[src/rtl/keypad_pkg.sv]
// Shared types and constants for the 4x4 matrix keypad driver.
package keypad_pkg;

  localparam int unsigned ROWS   = 4;
  localparam int unsigned COLS   = 4;
  localparam int unsigned KEYS   = ROWS * COLS;
  localparam int unsigned IDX_W  = 4;
  localparam int unsigned CODE_W = 4;
  localparam int unsigned DATA_W = 16;
  localparam int unsigned PCNT_W = 8;

  localparam logic [1:0] ADDR_STATUS = 2'b00;
  localparam logic [1:0] ADDR_COUNT  = 2'b10;

  // Entry idx = row*4+col; layout 1 2 3 A / 4 5 6 B / 7 8 9 C / * 0 # D, with * = E and # = F.
  localparam logic [KEYS-1:0][CODE_W-1:0] KEYMAP = 64'hDF0E_C987_B654_A321;

  typedef enum logic [1:0] {
    FR_NONE  = 2'd0,
    FR_KEY   = 2'd1,
    FR_MULTI = 2'd2
  } frame_kind_e;

  typedef struct packed {
    frame_kind_e      kind;
    logic [IDX_W-1:0] idx;
  } frame_t;

  typedef enum logic [1:0] {
    ROW0 = 2'd0,
    ROW1 = 2'd1,
    ROW2 = 2'd2,
    ROW3 = 2'd3
  } row_state_e;

  typedef enum logic {
    DB_IDLE = 1'b0,
    DB_HELD = 1'b1
  } db_mode_e;

  // Classify one full scan of asserted key bits.
  function automatic frame_t classify(input logic [KEYS-1:0] hits);
    frame_t      f;
    int unsigned n;
    f.kind = FR_NONE;
    f.idx  = '0;
    n      = 0;
    for (int unsigned i = 0; i < KEYS; i++) begin
      if (hits[i]) begin
        n     = n + 1;
        f.idx = IDX_W'(i);
      end
    end
    if (n == 1) begin
      f.kind = FR_KEY;
    end else if (n > 1) begin
      f.kind = FR_MULTI;
    end
    return f;
  endfunction

endpackage

[src/rtl/keypad_debouncer.sv]
// Frame-level debouncer: one accept pulse per stable press, re-armed only by a stable release.
module keypad_debouncer
  import keypad_pkg::*;
#(
  parameter int unsigned DEBOUNCE_SCANS = 4
) (
  input  logic             clk,
  input  logic             rst_n,
  input  logic             frame_done,
  input  frame_t           frame,
  output logic             accept,
  output logic [IDX_W-1:0] accept_idx
);

  localparam int unsigned       CNT_W   = 4;
  localparam logic [CNT_W-1:0]  CNT_MAX = CNT_W'(DEBOUNCE_SCANS);

  db_mode_e         mode_q, mode_d;
  frame_t           cand_q, cand_d;
  logic [CNT_W-1:0] cnt_q, cnt_d;
  logic             accept_q, accept_d;
  logic [IDX_W-1:0] idx_q, idx_d;

  always_ff @(posedge clk or negedge rst_n) begin
    if (!rst_n) begin
      mode_q   <= DB_IDLE;
      cand_q   <= '{kind: FR_NONE, idx: '0};
      cnt_q    <= '0;
      accept_q <= 1'b0;
      idx_q    <= '0;
    end else begin
      mode_q   <= mode_d;
      cand_q   <= cand_d;
      cnt_q    <= cnt_d;
      accept_q <= accept_d;
      idx_q    <= idx_d;
    end
  end

  always_comb begin
    mode_d   = mode_q;
    cand_d   = cand_q;
    cnt_d    = cnt_q;
    accept_d = 1'b0;
    idx_d    = idx_q;
    if (frame_done) begin
      if (frame == cand_q) begin
        if (cnt_q != CNT_MAX) cnt_d = cnt_q + CNT_W'(1);
      end else begin
        cand_d = frame;
        cnt_d  = CNT_W'(1);
      end
      // Key changes while held are ignored until a stable release.
      if (cnt_d == CNT_MAX) begin
        if (mode_q == DB_IDLE) begin
          if (cand_d.kind == FR_KEY) begin
            mode_d   = DB_HELD;
            accept_d = 1'b1;
            idx_d    = cand_d.idx;
          end
        end else if (cand_d.kind == FR_NONE) begin
          mode_d = DB_IDLE;
        end
      end
    end
  end

  assign accept     = accept_q;
  assign accept_idx = idx_q;

endmodule

[src/rtl/keypad_driver.sv]
// Memory-mapped 4x4 keypad driver: row scan, column sync, debounce, latched key event and read mux.
module keypad_driver
  import keypad_pkg::*;
#(
  parameter int unsigned SCAN_DIVIDE    = 100000,
  parameter int unsigned DEBOUNCE_SCANS = 4
) (
  input  logic              iFpgaClock,
  input  logic              iCpuResetN,
  input  logic              iDoKeypadRead,
  input  logic [1:0]        iKeypadAddress,
  output logic [DATA_W-1:0] oKeypadDataToRead,
  output logic [ROWS-1:0]   oKeypadRow,
  input  logic [COLS-1:0]   iKeypadColumn,
  output logic              oKeyValid
);

  localparam int unsigned        DWELL_W    = $clog2(SCAN_DIVIDE);
  localparam logic [DWELL_W-1:0] DWELL_LAST = DWELL_W'(SCAN_DIVIDE - 1);

  logic [COLS-1:0]    col_meta_q, col_sync_q;
  row_state_e         state_q, state_d;
  logic [DWELL_W-1:0] dwell_q, dwell_d;
  logic [KEYS-1:0]    acc_q, acc_d;
  logic [ROWS-1:0]    row_q, row_d;
  logic [CODE_W-1:0]  keycode_q, keycode_d;
  logic               pending_q, pending_d;
  logic               overflow_q, overflow_d;
  logic [PCNT_W-1:0]  pcount_q, pcount_d;

  logic               frame_done_c;
  frame_t             frame_c;
  logic               accept;
  logic [IDX_W-1:0]   accept_idx;
  logic               rd_clr_c;

  always_ff @(posedge iFpgaClock or negedge iCpuResetN) begin
    if (!iCpuResetN) begin
      col_meta_q <= '1;
      col_sync_q <= '1;
      state_q    <= ROW0;
      dwell_q    <= '0;
      acc_q      <= '0;
      row_q      <= 4'b1110;
      keycode_q  <= '0;
      pending_q  <= 1'b0;
      overflow_q <= 1'b0;
      pcount_q   <= '0;
    end else begin
      col_meta_q <= iKeypadColumn;
      col_sync_q <= col_meta_q;
      state_q    <= state_d;
      dwell_q    <= dwell_d;
      acc_q      <= acc_d;
      row_q      <= row_d;
      keycode_q  <= keycode_d;
      pending_q  <= pending_d;
      overflow_q <= overflow_d;
      pcount_q   <= pcount_d;
    end
  end

  // Row scan: sample columns on the last dwell cycle, classify after ROW3.
  always_comb begin
    state_d      = state_q;
    dwell_d      = dwell_q + DWELL_W'(1);
    acc_d        = acc_q;
    frame_done_c = 1'b0;
    if (dwell_q == DWELL_LAST) begin
      dwell_d = '0;
      acc_d[{state_q, 2'b00} +: COLS] = ~col_sync_q;
      case (state_q)
        ROW0:    state_d = ROW1;
        ROW1:    state_d = ROW2;
        ROW2:    state_d = ROW3;
        default: begin
          state_d      = ROW0;
          frame_done_c = 1'b1;
        end
      endcase
    end
    row_d          = '1;
    row_d[state_d] = 1'b0;
    frame_c        = classify(acc_d);
    // Two or more keys may be ghost images, so they read as no key.
    if (frame_c.kind == FR_MULTI) begin
      frame_c.kind = FR_NONE;
      frame_c.idx  = '0;
    end
  end

  keypad_debouncer #(
    .DEBOUNCE_SCANS(DEBOUNCE_SCANS)
  ) u_debouncer (
    .clk        (iFpgaClock),
    .rst_n      (iCpuResetN),
    .frame_done (frame_done_c),
    .frame      (frame_c),
    .accept     (accept),
    .accept_idx (accept_idx)
  );

  assign rd_clr_c = iDoKeypadRead && (iKeypadAddress == ADDR_STATUS);

  // Event registers; a new accept overrides a clearing read on the same edge.
  always_comb begin
    keycode_d  = keycode_q;
    pending_d  = pending_q;
    overflow_d = overflow_q;
    pcount_d   = pcount_q;
    if (rd_clr_c) begin
      pending_d  = 1'b0;
      overflow_d = 1'b0;
    end
    if (accept) begin
      keycode_d  = KEYMAP[accept_idx];
      pcount_d   = pcount_q + PCNT_W'(1);
      overflow_d = !rd_clr_c && (overflow_q || pending_q);
      pending_d  = 1'b1;
    end
  end

  always_comb begin
    case (iKeypadAddress)
      ADDR_STATUS: oKeypadDataToRead = {overflow_q, 10'b0, pending_q, keycode_q};
      ADDR_COUNT:  oKeypadDataToRead = {8'b0, pcount_q};
      default:     oKeypadDataToRead = '0;
    endcase
  end

  assign oKeypadRow = row_q;
  assign oKeyValid  = pending_q;

endmodule

[config.mk]
export PLATFORM = sky130hd
export DESIGN_NAME = keypad_driver
export DESIGN_NICKNAME = d
export VERILOG_FILES = /design/src/rtl/keypad_pkg.sv /design/src/rtl/keypad_debouncer.sv /design/src/rtl/keypad_driver.sv
export SDC_FILE = /design/constraint.sdc
export NUM_CORES = 1
export LEC_CHECK = 0
export ABC_AREA = 1
export CORE_MARGIN = 3
export CORE_UTILIZATION = 50
export CTS_CLUSTER_SIZE = 25
export DETAILED_ROUTE_END_ITERATION = 7
export PLACE_DENSITY_LB_ADDON = 0.12
export SYNTH_ARGS = -nofsm -noshare
export SYNTH_HDL_FRONTEND = slang
export SYNTH_SLANG_ARGS = --single-unit
[constraint.sdc]
create_clock -name iFpgaClock -period 10.6 [get_ports iFpgaClock]
set_input_delay 1.06 -clock iFpgaClock [delete_from_list [all_inputs] [get_ports iFpgaClock]]
set_output_delay 1.06 -clock iFpgaClock [all_outputs]
set_load 0.1 [all_outputs]
; ---- Word level (Yosys, flattened, before mapping)
; Memories as Yosys holds them, arrays and structs flattened. A register that Yosys moved wholly into a read port is not among the register bits.
; Index checks and enable logic that the tools add are counted.
[classes]
addsub = 19
n_mul = 0
div_mod_pow = 0
order_cmp = 3
n_eq_ne = 10
shifts = 2
n_mux = 58
n_bitwise = 3
reduce_logical = 13
[op_table]
columns = operator, count
row1 = $add 32x1->32 const B, 15
row2 = $mux 32, 15
row3 = $mux 4, 17
row4 = $eq 32x1->1 const B, 1
row5 = $gt 32x1->1 const B, 1
row6 = $pmux 16 s2, 1
row7 = $mux 6, 3
row8 = $add 17x1->17 const B, 1
row9 = $eq 17x17->1 const B, 1
row10 = $mux 17, 1
row11 = $bwmux 16, 1
row12 = $mux 16, 1
row13 = $shift 4x6->16 const A, 1
row14 = $shiftx 4x6->16, 1
row15 = $mux 1, 14
row16 = $add 8x1->8 const B, 1
row17 = $not 4->4, 2
row18 = $eq 2x2->1 const B, 3
row19 = $eq 6x6->1, 1
row20 = $logic_not 2->1, 3
row21 = $mux 2, 3
row22 = $neg 4->6, 1
row23 = $pmux 2 s3, 1
row24 = $add 4x1->4 const B, 1
row25 = 14 further kinds, 18
[totals]
reg_bits = 73
latch_bits = 0
mem_bits_rw = 0
rom_bits = 64
out_inout_bits = 21
mem_count = 1
[memory_table]
columns = name, depth, width, rd, rd_clocked_by_memory_dff, write_ports, line
row1 = (no name shown), 16, 4, 1, 1, 0, keypad_driver.sv:116  ; keycode_d = KEYMAP[accept_idx];

; ---- Logic depth before layout (Yosys ltp)
; Gate-level depths: netlist (run 1).
[logic_depth]
ltp_word = 48
ltp_mapped = 73

; ---- Modules after synthesis
; Synthesis (run 1) repeated with hierarchy kept, for this count alone.
[hier_totals]
cells_unflattened = 892
hier_area_um2 = 6120.9
[by_module_without_submodules]
columns = mod, instances, cells_per_inst, area_per_inst_um2, seq_area_each_um2
row1 = keypad_driver, 1, 776, 5193.7, 1540.2
row2 = keypad_debouncer, 1, 116, 927.1, 400.4

; ---- Worst setup path after synthesis (run 1)
; OpenSTA, ideal clock, no wires.
[synth_timing]
kind = reg-to-reg
startpoint = reg state_q[0]
endpoint = reg u_debouncer.idx_q[0], in the netlist u_debouncer.accept_idx[0]
setup_time_ns = 0.117
arrival_ns = 9.137
t_required_ns = 10.483
path_slack_ns = 1.346
stages_incl_launch_ff = 64
synth_period_minus_slack_ns = 9.254
path_cell_list = dfrtp_1 -> inv_2 -> ha_1 -> or2_2 -> o22ai_1 -> inv_1 -> ha_1 -> inv_1 -> nand2_1 -> nand2_1 -> ha_1 -> nand2_1 -> nand2_1 -> ha_1 -> or2_1 -> nand2_1 -> inv_1 -> ha_1 -> (+28 left out) -> inv_1 -> ha_1 -> o21ai_0 -> o21ai_0 -> a21oi_2 -> nand2_2 -> nor2_8 -> nand3_1 -> nand2_1 -> nand2_1 -> nor2_2 -> nand3_2 -> clkinv_2 -> nand2_4 -> nor2_8 -> nand3_4 -> nand2_1 -> nand2_1
[synth_via]
elab_cells_between_ends = 71
cone_classes = add/sub (16) / order compare (1) / eq/ne (7) / shift (2) / mux (42) / reduce/logical (3)
[synth_lines]
columns = element, line
row1 = from (decl), keypad_driver.sv:22  ; row_state_e state_q, state_d;
row2 = from (signal assigned), keypad_driver.sv:52  ; state_q <= state_d;
row3 = $neg 4->6 (*), keypad_driver.sv:71  ; acc_d[{state_q, 2'b00} +: COLS] = ~col_sync_q;
row4 = $shiftx 4x6->16 / $shift 4x6->16 (equally long branches), keypad_driver.sv:71
row5 = $bwmux 16 (*), keypad_driver.sv:71
row6 = $mux 16 (*), keypad_driver.sv:69  ; if (dwell_q == DWELL_LAST) begin
row7 = named net acc_d[1], keypad_driver.sv:24  ; logic [KEYS-1:0] acc_q, acc_d;
row8 = $mux 32, keypad_pkg.sv:49  ; if (hits[i]) begin
row9 = $add 32x1->32, keypad_pkg.sv:50  ; n = n + 1;
row10 = $mux 32, keypad_pkg.sv:49
row11 = (+28 left out), -
row12 = $mux 2, keypad_pkg.sv:54  ; if (n == 1) begin
row13 = $eq 2x2->1, keypad_driver.sv:86  ; if (frame_c.kind == FR_MULTI) begin
row14 = $mux 6 (*), keypad_driver.sv:86
row15 = $eq 6x6->1, keypad_debouncer.sv:47  ; if (frame == cand_q) begin
row16 = $mux 4 / $mux 6 (equally long branches), keypad_debouncer.sv:47
row17 = $mux 4 / $mux 6 (equally long branches), keypad_debouncer.sv:46  ; if (frame_done) begin
row18 = $eq 4x3->1 / $eq 2x1->1 (equally long branches), "keypad_debouncer.sv:54, keypad_debouncer.sv:56"
row19 = $reduce_and 4->1 (no source line), -
row20 = to (signal assigned), keypad_debouncer.sv:36  ; idx_q <= idx_d;
row21 = to (decl), keypad_debouncer.sv:22  ; logic [IDX_W-1:0] idx_q, idx_d;
; The timed path passes the listed nets; every way through them passes the cells marked *. The select of a mux whose other input is x is not followed.
; A chain may end at the register's enable or synchronous reset.

; ---- Worst setup path in the final report (run 1)
[layout_timing]
startpoint = reg dwell_q[0]
endpoint = reg u_debouncer.idx_q[1], in the netlist u_debouncer.accept_idx[1]
[layout_via]
elab_cells_between_ends = 63
cone_classes = add/sub (15) / order compare (1) / eq/ne (6) / mux (40) / reduce/logical (1)
[layout_lines]
columns = element, line
row1 = from (decl), keypad_driver.sv:23  ; logic [DWELL_W-1:0] dwell_q, dwell_d;
row2 = from (signal assigned), keypad_driver.sv:53  ; dwell_q <= dwell_d;
row3 = $eq 17x17->1 (*), keypad_driver.sv:69
row4 = $mux 16 (*), keypad_driver.sv:69
row5 = named net acc_d[1], keypad_driver.sv:24
row6 = $mux 32, keypad_pkg.sv:49
row7 = $add 32x1->32, keypad_pkg.sv:50
row8 = $mux 32, keypad_pkg.sv:49
row9 = $add 32x1->32, keypad_pkg.sv:50
row10 = $mux 32, keypad_pkg.sv:49
row11 = (+26 left out), -
row12 = $mux 2, keypad_pkg.sv:54
row13 = $eq 2x2->1, keypad_driver.sv:86
row14 = $mux 6 (*), keypad_driver.sv:86
row15 = $eq 6x6->1, keypad_debouncer.sv:47
row16 = $mux 4 / $mux 6 (equally long branches), keypad_debouncer.sv:47
row17 = $mux 4 / $mux 6 (equally long branches), keypad_debouncer.sv:46
row18 = $eq 4x3->1 / $eq 2x1->1 (equally long branches), "keypad_debouncer.sv:54, keypad_debouncer.sv:56"
row19 = $reduce_and 4->1 (no source line), -
; Marked as above.

==> results of run 1 <==
[routing by layer]
metal,up-vias,part of all wire,GRT usage
met2,71,0.49,0.309
met5,-,0,0
met4,0,0.0086,0.0513
met1,2455,0.48,0.234
li1,2822,-,-
met3,8,0.026,0.0284
[cell type report]
| class | count | area share |
|---|---|---|
| clock inverter | 2 | 0.00550 |
| sequential | 77 | 0.275 |
| timing repair buffer | 29 | 0.0383 |
| inverter | 171 | 0.0912 |
| tap | 168 | 0.0298 |
| multi-input combinational | 627 | 0.520 |
| clock buffer | 14 | 0.0403 |
[where the power goes]
| group | internal [W] | switching (W) | total [W] | leakage, nW |
|---|---|---|---|---|
| Combinational | 0.00000325 | 0.0000180 | 0.0000212 | 2.50 |
| Sequential | 0.000297 | 0.00000105 | 0.000298 | 1.02 |
| Clock | 0.000208 | 0.000110 | 0.000318 | 0.159 |
[worst register-to-register path, delay by kind of cell, from the launching register on]
family	cells	cell delay, ns
adder cells (fa/ha/maj)	15	4.26
AND/OR/NAND/NOR	42	3.78
buffers and inverters	9	0.73
AO/OA/AOI/OAI	3	0.48
flip-flops	1	0.39
[sequential cells by signal, indices dropped and copies added (netlist names), named ones only]
register	cells
dwell_q	17
acc_q	16
pcount_q	8
u_debouncer.cand_q	6
col_meta_q	4
col_sync_q	4
keycode_q	4
oKeypadRow	4
u_debouncer.accept_idx	4
u_debouncer.cnt_q	4
state_q	2
oKeyValid	1
overflow_q	1
u_debouncer.accept	1
[through the flow]
stage / setup WS [ns] / setup TNS (ns) / instance area, sq um / total power, W
finish: 0.847 / 0 / 7050 / 0.000637
global route: -0.0290 / -0.0932 / 7050 / 0.000659
CTS: 0.333 / 0 / 6900 / 0.000646
detailed placement: 0.381 / 0 / 6580 / 0.000324
global placement: 0.800 / 0 / 6580 / 0.000324
floorplan: 1.35 / 0 / 6230 / 0.000317
[worst max-delay path by stage]
stage	end	cells past startpoint	from	slack, ns
3_3_place_gp	u_debouncer.accept_idx[0]	65	state_q[0]	0.80
3_5_place_dp	u_debouncer.accept_idx[1]	65	state_q[0]	0.38
4_1_cts	u_debouncer.accept_idx[1]	65	state_q[0]	0.33
2_1_floorplan	u_debouncer.accept_idx[0]	63	state_q[0]	1.35
5_1_grt	u_debouncer.accept_idx[2]	70	dwell_q[0]	-0.03
6_report	u_debouncer.accept_idx[1]	69	dwell_q[0]	0.85
[cell families (layout without fill, tap and decap cells)]
family                     count (synthesis)  after routing
and+or+nand+nor                          501            502
DFF                                       77             77
AOI/OAI and AO/OA                         79             79
adders and majority gates                 29             29
other                                      1              7
xor gates and xnor gates                  10             10
buffers and inverters                    183            216
[repair_timing]
item,CTS,global route
gates resized for setup,0,19
hold buffers,0,0
setup endpoints to repair,0,10
hold endpoints to repair,0,0
setup buffers,0,7
[cells in the final DEF (no fill, tap or decap), drive strengths merged]
cell type,instances
nand2,258
inv,168
nand3,107
nor2,96
dfrtp,66
o21ai,45
ha,29
clkdlybuf4s50,21
nand4,17
a21oi,15
clkbuf,14
dfstp,11
xor2,9
or2,9
buf,8
o22ai,8
nor3,7
conb,7
nand3b,4
nor4,4
clkinv,4
o21bai,3
o211ai,2
o32ai,1
o31ai,1
a21boi,1
a31oi,1
xnor2,1
a22oi,1
a32oi,1
bufinv,1
[cell usage after synthesis, drive strengths merged (2+ instances only)]
master / number / area, sq um
nand3b: 4 / 30.0
nor4: 4 / 25.0
o211ai: 2 / 15.0
clkbuf: 2 / 7.51
or2: 9 / 56.3
inv: 168 / 631
dfrtp: 66 / 1650
o21bai: 3 / 22.5
nor3: 7 / 35.0
nor2: 95 / 492
nand4: 17 / 113
o21ai: 45 / 225
dfstp: 11 / 289
nand3: 107 / 716
nand2: 258 / 1150
a21oi: 15 / 82.6
o22ai: 8 / 63.8
xor2: 9 / 78.8
ha: 29 / 363
clkinv: 3 / 12.5
buf: 10 / 68.8
==> impl_metrics.yaml, run 1 <==
clocking:
  tritoncts: "yes"
  clock_path_buffers: 2
  clk_pin_slew_ns: 0.06
  cts_buffers: 9
  cts_sinks: 77
  root_buffer: "clkbuf_16"
  clock_latency_ns: 0.33
  htree_levels: 3
layout:
  seqCellArea_sq_um: 1940
  post-route-util: 0.585
  drive_gt1_frac: 0.189
  final_cell_count_no_fill: 1088
  layout.nets: 953
  syn2layout_area_growth_pct: 13.6
  multiInputGateArea_sq_um: 3670
  diodes: 0
  nFillCells: 1107
min_path:
  hold_start: "col_meta_q[2]"
  hold_end: "col_sync_q[2]"
  hp-class: "reg2reg"
  whs_path_depth: 0
placed_design:
  place_hpwl_microns: 9350
  port-buffer-count: 22
  finalWeightedCongestion: 0.841
  placed_cells: 1064
worst_setup_path:
  crit_fanout: 7
  arrival_ns: 9.96
  critical-path-top-delay-family: "adder cells"
  start_kind: "flop"
  cp_data_required_time_ns: 10.81
  r2r_cells: 69
  rrSetupSlack_ns: 0.85
  worstSetupEndpointType: "flop"
  r2r-end: "u_debouncer.accept_idx[1]"
  timing.rr.start: "dwell_q[0]"
  path_common_cell: "nand2_1"
  slowest_delay_ns: 0.39
  cpMaxStageDelayCell: "dfrtp_1"
  critPathKind: "reg2reg"
  path_buf_inv: 9
logic_synthesis:
  synth_fa_ha_area_frac: 0.0585
  synth_xor_area_frac: 0.0141
  synth_cells: 880
  yosys.cell_types.count: 46
  yosysWarnings: 0
  synth_top_family_by_area: "simple AND/OR/NAND/NOR gates"
  ys.flop_type: "dfrtp_1"
  ys_async_sr_fraction: 1.00
  synth-simple-area-share: 0.422
  synth_edf_count: 0
  yosysSeqAreaShare: 0.313
  synth_area_sq_um: 6210
  ys_ff_latch: 77
  syn_area_per_cell_sq_um: 7.05
  synthMuxAreaShare: 0
  synth_compound_area_frac: 0.0764
run_status:
  outcome: "complete, no violations"
grt:
  grt_pass1_vias: 5038
  antenna_found_initial: 0
  grt_pass1_wl_microns: 21500
  grt-ovfl-total: 0
  gr-usage-all-layers: 0.179
  grt_max_degree: 78
timing:
  hold_viol: 0
  max_slew_margin: 0.348
  skew_ns: 0.00746
  max_freq_mhz: 103
  setup_viol: 0
  min_period_ns: 9.75
  post-route-period-util: 0.920
  slew_viol_final: 0
  whs_ns: 0.351
  tightest_slew_ns: 0.975
floorplan:
  pin_count: 30
  start_util: 0.515
  core_area_sq_um: 12100
  fp.dieArea_sq_um: 13800
  fp.dieH_microns: 117
  placementRows: 40
  die_x_microns: 117
route:
  drt_wl_total_microns: 12100
  ant_nets: 0
  wl_per_cell_microns: 11.2
  drt_iter0_drc: 244
  drt-pass1-iter-count: 5
  drcViolationCount: 0
  viasPerCell: 4.92
  dr_total_vias: 5356
power:
  vdd_drop_max_mv: 0.0598
  pwr_density_cell_nw_per_um2: 90.3
  p_leak_nw: 3.68
run:
  cap_violations: 0
Note: power is estimated with default switching activity, not from simulation.
==> run 2, diff against run 1 <==
CORE_UTILIZATION = 45   (was 50)
==> run 2 against run 1 <==
Net effect:
- register-to-register slack better by 0.10 ns
- hold slack better by 0.0040 ns
- critical path type unchanged
- sequential cell count is the same
- total power is 3.2% lower
==> impl_metrics.yaml, run 2 (synthesis gave the netlist of run 1 again) <==
run_status:
  outcome: "complete, no violations"
power:
  pwr_density_cell_nw_per_um2: 87.4
  vdd_drop_max_mv: 0.0653
  power.total_w: 0.000617
  p_leak_nw: 3.67
layout:
  nFillCells: 1336
  reg_top3: "dwell_q: 17 flops, acc_q: 16 flops, pcount_q: 8 flops"
  syn2layout_area_growth_pct: 13.7
  drive_gt1_frac: 0.189
  largest_reg_flops: 17
  diodes: 0
  final_common_cell: "nand2_1"
  final_cell_mix: "nand2_1, inv_1, nor2_1"
  layout.nets: 954
  top_register: "dwell_q"
  final_cell_count_no_fill: 1096
clocking:
  holdBufCountCts: 0
  tritoncts: "yes"
  clock_path_buffers: 2
  clk_pin_slew_ns: 0.05
  cts_buffers: 9
  root_buffer: "clkbuf_16"
  cts_sinks: 77
  htree_levels: 3
  clock_latency_ns: 0.33
route:
  dr_total_vias: 5247
  viasPerCell: 4.79
  drcViolationCount: 0
  drt-pass1-iter-count: 5
  drt_iter0_drc: 248
  ant_nets: 0
  wl_per_cell_microns: 11.0
  drt_wl_total_microns: 12100
timing:
  setup_viol: 0
  tightest_slew_ns: 0.982
  max_freq_mhz: 104
  slew_viol_final: 0
  min_period_ns: 9.65
  setup_tns_ns: 0
  hold_viol: 0
  max_slew_margin: 0.343
  whs_ns: 0.355
  skew_ns: 0.00397
  post-route-period-util: 0.911
worst_setup_path:
  cp_data_required_time_ns: 10.82
  path_common_cell: "nand2_1"
  cpMaxStageDelayCell: "dfrtp_1"
  worstSetupEndpointType: "flop"
  r2r-end: "u_debouncer.accept_idx[1]"
  r2r_cells: 63
  startpoint: "state_q[0]"
  rrSetupSlack_ns: 0.95
  timing.rr.start: "state_q[0]"
  start_kind: "flop"
  crit_fanout: 8
  slowest_delay_ns: 0.48
  critPathKind: "reg2reg"
  arrival_ns: 9.87
grt:
  busiest_layer: "met2"
  grt-ovfl-total: 0
  grt_pass1_vias: 5057
  antenna_found_initial: 0
  grt_use_met1: 0.233
  gr-usage-met3: 0.0265
  met2_usage: 0.289
  grt_max_degree: 78
  grt_pass1_wl_microns: 22000
  gr-usage-all-layers: 0.172
floorplan:
  fp.dieArea_sq_um: 15200
  start_util: 0.465
  fp.dieH_microns: 123
  placementRows: 42
  die_x_microns: 123
  core_area_sq_um: 13300
  pin_count: 30
run:
  cap_violations: 0
placed_design:
  port-buffer-count: 22
  placed_cells: 1072
  finalWeightedCongestion: 0.826
  place_hpwl_microns: 9160
min_path:
  whs_path_depth: 0
  hp-class: "reg2reg"
  hold_end: "col_sync_q[1]"
  hold_start: "col_meta_q[1]"
## run 2: changes by cell type in the layout (fill, tap and decap cells not counted), sizes merged
cell and delta:
clkbuf -1, buf +1
## run 2: report_power, final
group | switching [W] | leakage [nW] | internal [W]
registers | 0.00000101 | 1.02 | 0.000297
clock network | 0.000110 | 0.140 | 0.000187
logic | 0.0000183 | 2.50 | 0.00000324
total | 0.000129 | 3.67 | 0.000487
## run 2: final cells by class
cell class / count / area [sq um] / share of cell area
inverters: 171 / 643 / 0.0911
clock inverters: 2 / 35.0 / 0.00496
multi-input cells: 627 / 3690 / 0.523
clock buffers: 13 / 250 / 0.0355
flip-flops and latches: 77 / 1940 / 0.275
repair buffers: 30 / 278 / 0.0394
well taps: 176 / 220 / 0.0312
## run 2: critical path: cells and delay by family, from the launching register on
| kind | cells | cell delay, ns |
|---|---|---|
| adder cells (fa/ha/maj) | 15 | 4.38 |
| AND/OR/NAND/NOR | 36 | 3.52 |
| AO/OA/AOI/OAI | 5 | 0.67 |
| buffers and inverters | 7 | 0.49 |
| flip-flops | 1 | 0.48 |
## run 2: worst max-delay path by stage
stage	end	slack, ns	cells past startpoint
after floorplan	u_debouncer.accept_idx[0]	1.35	63
after global placement	u_debouncer.accept_idx[0]	0.68	65
after detailed placement	u_debouncer.accept_idx[1]	0.44	66
after CTS	u_debouncer.accept_idx[1]	0.34	66
after global routing	u_debouncer.accept_idx[3]	-0.002	69
final	u_debouncer.accept_idx[1]	0.95	63
## run 2: per-stage QoR
step                utilization  setup slack [ns]  area (sq um)
detailed placement        0.494             0.438          6590
CTS                       0.515             0.339          6880
floorplan                     -              1.35          6230
global route              0.529          -0.00169          7060
global placement          0.494             0.685          6590
finish                    0.529             0.948          7060
## run 2: repair_timing
| item | 4_1_cts | 5_1_grt |
|---|---|---|
| resized for setup | 0 | 24 |
| setup endpoints to repair | 0 | 10 |
| hold endpoints to repair | 0 | 0 |
| setup buffers | 0 | 8 |
## run 2: routing by layer
layer / part of all wire / vias up
li1: - / 2837
met1: 0.51 / 2347
met2: 0.46 / 57
met3: 0.025 / 6
met4: 0.0080 / 0
met5: 0 / -
==> run 3, diff against run 2 <==
CORE_UTILIZATION = 30   (was 45)
REMOVE_ABC_BUFFERS = 1   (was unset)
SETUP_SLACK_MARGIN = 0.3   (was unset)
==> run 3 against run 2 <==
Net effect:
- sequential power hardly changed
- utilization shrank 16 points
- via count shrank 0.72%
- sequential share of layout area shrank 0.71 points
- critical endpoint is now u_debouncer.accept_idx[0]
- final cell count rose by 8.6%
- wire length is 6.5% higher
- total power rose by 4.1%
==> impl_metrics.yaml, run 3 (synthesis gave the netlist of run 1 again) <==
run_status:
  outcome: "complete, no violations"
grt:
  grt-ovfl-total: 0
  grt_pass1_wl_microns: 22500
  antenna_found_initial: 0
  grt_max_degree: 47
  grt_pass1_vias: 4957
  gr-usage-all-layers: 0.119
worst_setup_path:
  startpoint: "dwell_q[0]"
  timing.rr.start: "dwell_q[0]"
  path_common_cell: "nand2_1"
  crit_fanout: 7
  start_kind: "flop"
  slowest_delay_ns: 0.37
  arrival_ns: 9.67
  critPathKind: "reg2reg"
  r2r_cells: 71
  cp_data_required_time_ns: 10.83
  cpMaxStageDelayCell: "dfrtp_1"
  worstSetupEndpointType: "flop"
layout:
  top_register: "dwell_q"
  seqCellArea_sq_um: 1940
  post-route-util: 0.364
  final_common_cell: "nand2_1"
  nFillCells: 2141
  largest_reg_flops: 17
  diodes: 0
  syn2layout_area_growth_pct: 16.8
  layout.nets: 958
  multiInputGateArea_sq_um: 3700
  final_cell_mix: "nand2_1, inv_1, nor2_1"
  reg_top3: "dwell_q: 17 flops, acc_q: 16 flops, pcount_q: 8 flops"
  drive_gt1_frac: 0.208
timing:
  tightest_slew_ns: 0.966
  post-route-period-util: 0.891
  setup_tns_ns: 0
  whs_ns: 0.356
  skew_ns: 0.00740
  slew_viol_final: 0
  rsz0062_at_grt: "no"
  max_slew_margin: 0.354
  min_period_ns: 9.44
  setup_viol: 0
  fin_ws_ns: 1.16
  max_freq_mhz: 106
  hold_viol: 0
min_path:
  hold_start: "col_meta_q[3]"
  hp-class: "reg2reg"
  whs_path_depth: 0
clocking:
  htree_levels: 3
  tritoncts: "yes"
  clk_pin_slew_ns: 0.06
  cts_sinks: 77
  holdBufCountCts: 0
  cts_buffers: 9
  root_buffer: "clkbuf_16"
  clock_latency_ns: 0.33
  clock_path_buffers: 2
floorplan:
  core_area_sq_um: 19900
  die_x_microns: 150
  placementRows: 51
  fp.dieArea_sq_um: 22500
  start_util: 0.312
  fp.dieH_microns: 150
  pin_count: 30
placed_design:
  port-buffer-count: 22
  place_hpwl_microns: 10000
  dp_slack_ns: 0.367
  finalWeightedCongestion: 0.771
route:
  drt_iter0_drc: 176
  viasPerCell: 4.38
  drt-pass1-iter-count: 4
  dr_total_vias: 5209
  wl_per_cell_microns: 10.8
  drt_wl_total_microns: 12900
  ant_nets: 0
  drcViolationCount: 0
run:
  cap_violations: 0
power:
  p_leak_nw: 3.70
  vdd_drop_max_mv: 0.0743
  pwr_density_cell_nw_per_um2: 88.5
## run 3: cell types whose count changed in the layout (fill, tap and decap cells not counted), sizes merged
cell and delta:
clkinvlp +1, buf +4, bufinv -1, inv +1
## run 3: what timing repair did
action                                  4_1_cts  5_1_grt
gates resized for setup                       0       32
endpoints found under the setup margin        0       15
buffers inserted                              0       11
## run 3: final cells by class
cell class	count	area share
inverter	171	0.0891
clock buffer	13	0.0418
timing repair buffer	34	0.0425
clock inverter	3	0.00293
tap	265	0.0457
multi-input combinational	627	0.510
sequential	77	0.268
## run 3: layer usage
metal,vias to the layer above,track usage,routed length (microns)
li1,2843,-,-
met1,2302,0.166,6690
met3,10,0.0203,277
met4,0,0.0220,116
met5,-,0,0
met2,54,0.194,5770
## run 3: final timing paths
path / slack [ns] / end
worst max-delay path: 1.16 / u_debouncer.accept_idx[0]
worst min-delay path: 0.36 / col_sync_q[3]
worst max register to register: 1.16 / u_debouncer.accept_idx[0]
worst min register to register: 0.36 / col_sync_q[3]
max in group asynchronous: 8.99 / state_q[0]
min in group asynchronous: 0.66 / dwell_q[8]
## run 3: critical path, delay by kind of cell (launching register included)
| family | cells | cell delay [ns] |
|---|---|---|
| flops | 1 | 0.37 |
| simple gates | 45 | 3.84 |
| buf+inv | 9 | 0.73 |
| fa+ha+maj | 15 | 4.03 |
| compound gates | 2 | 0.34 |
## run 3: power by group
part / switching [W] / total (W) / internal (W) / leakage [nW]
clock: 0.000122 / 0.000322 / 0.000200 / 0.159
combinational: 0.0000182 / 0.0000217 / 0.00000348 / 2.52
sequential: 0.000000830 / 0.000298 / 0.000297 / 1.02
## run 3: metrics by stage
step                      cell area, sq um  cells  power [W]
after floorplan                       6150    874   0.000315
after global placement                6710   1162   0.000325
after detailed placement              6710   1162   0.000325
after CTS                             7030   1178   0.000654
after global routing                  7250   1190   0.000670
final                                 7250   1190   0.000642
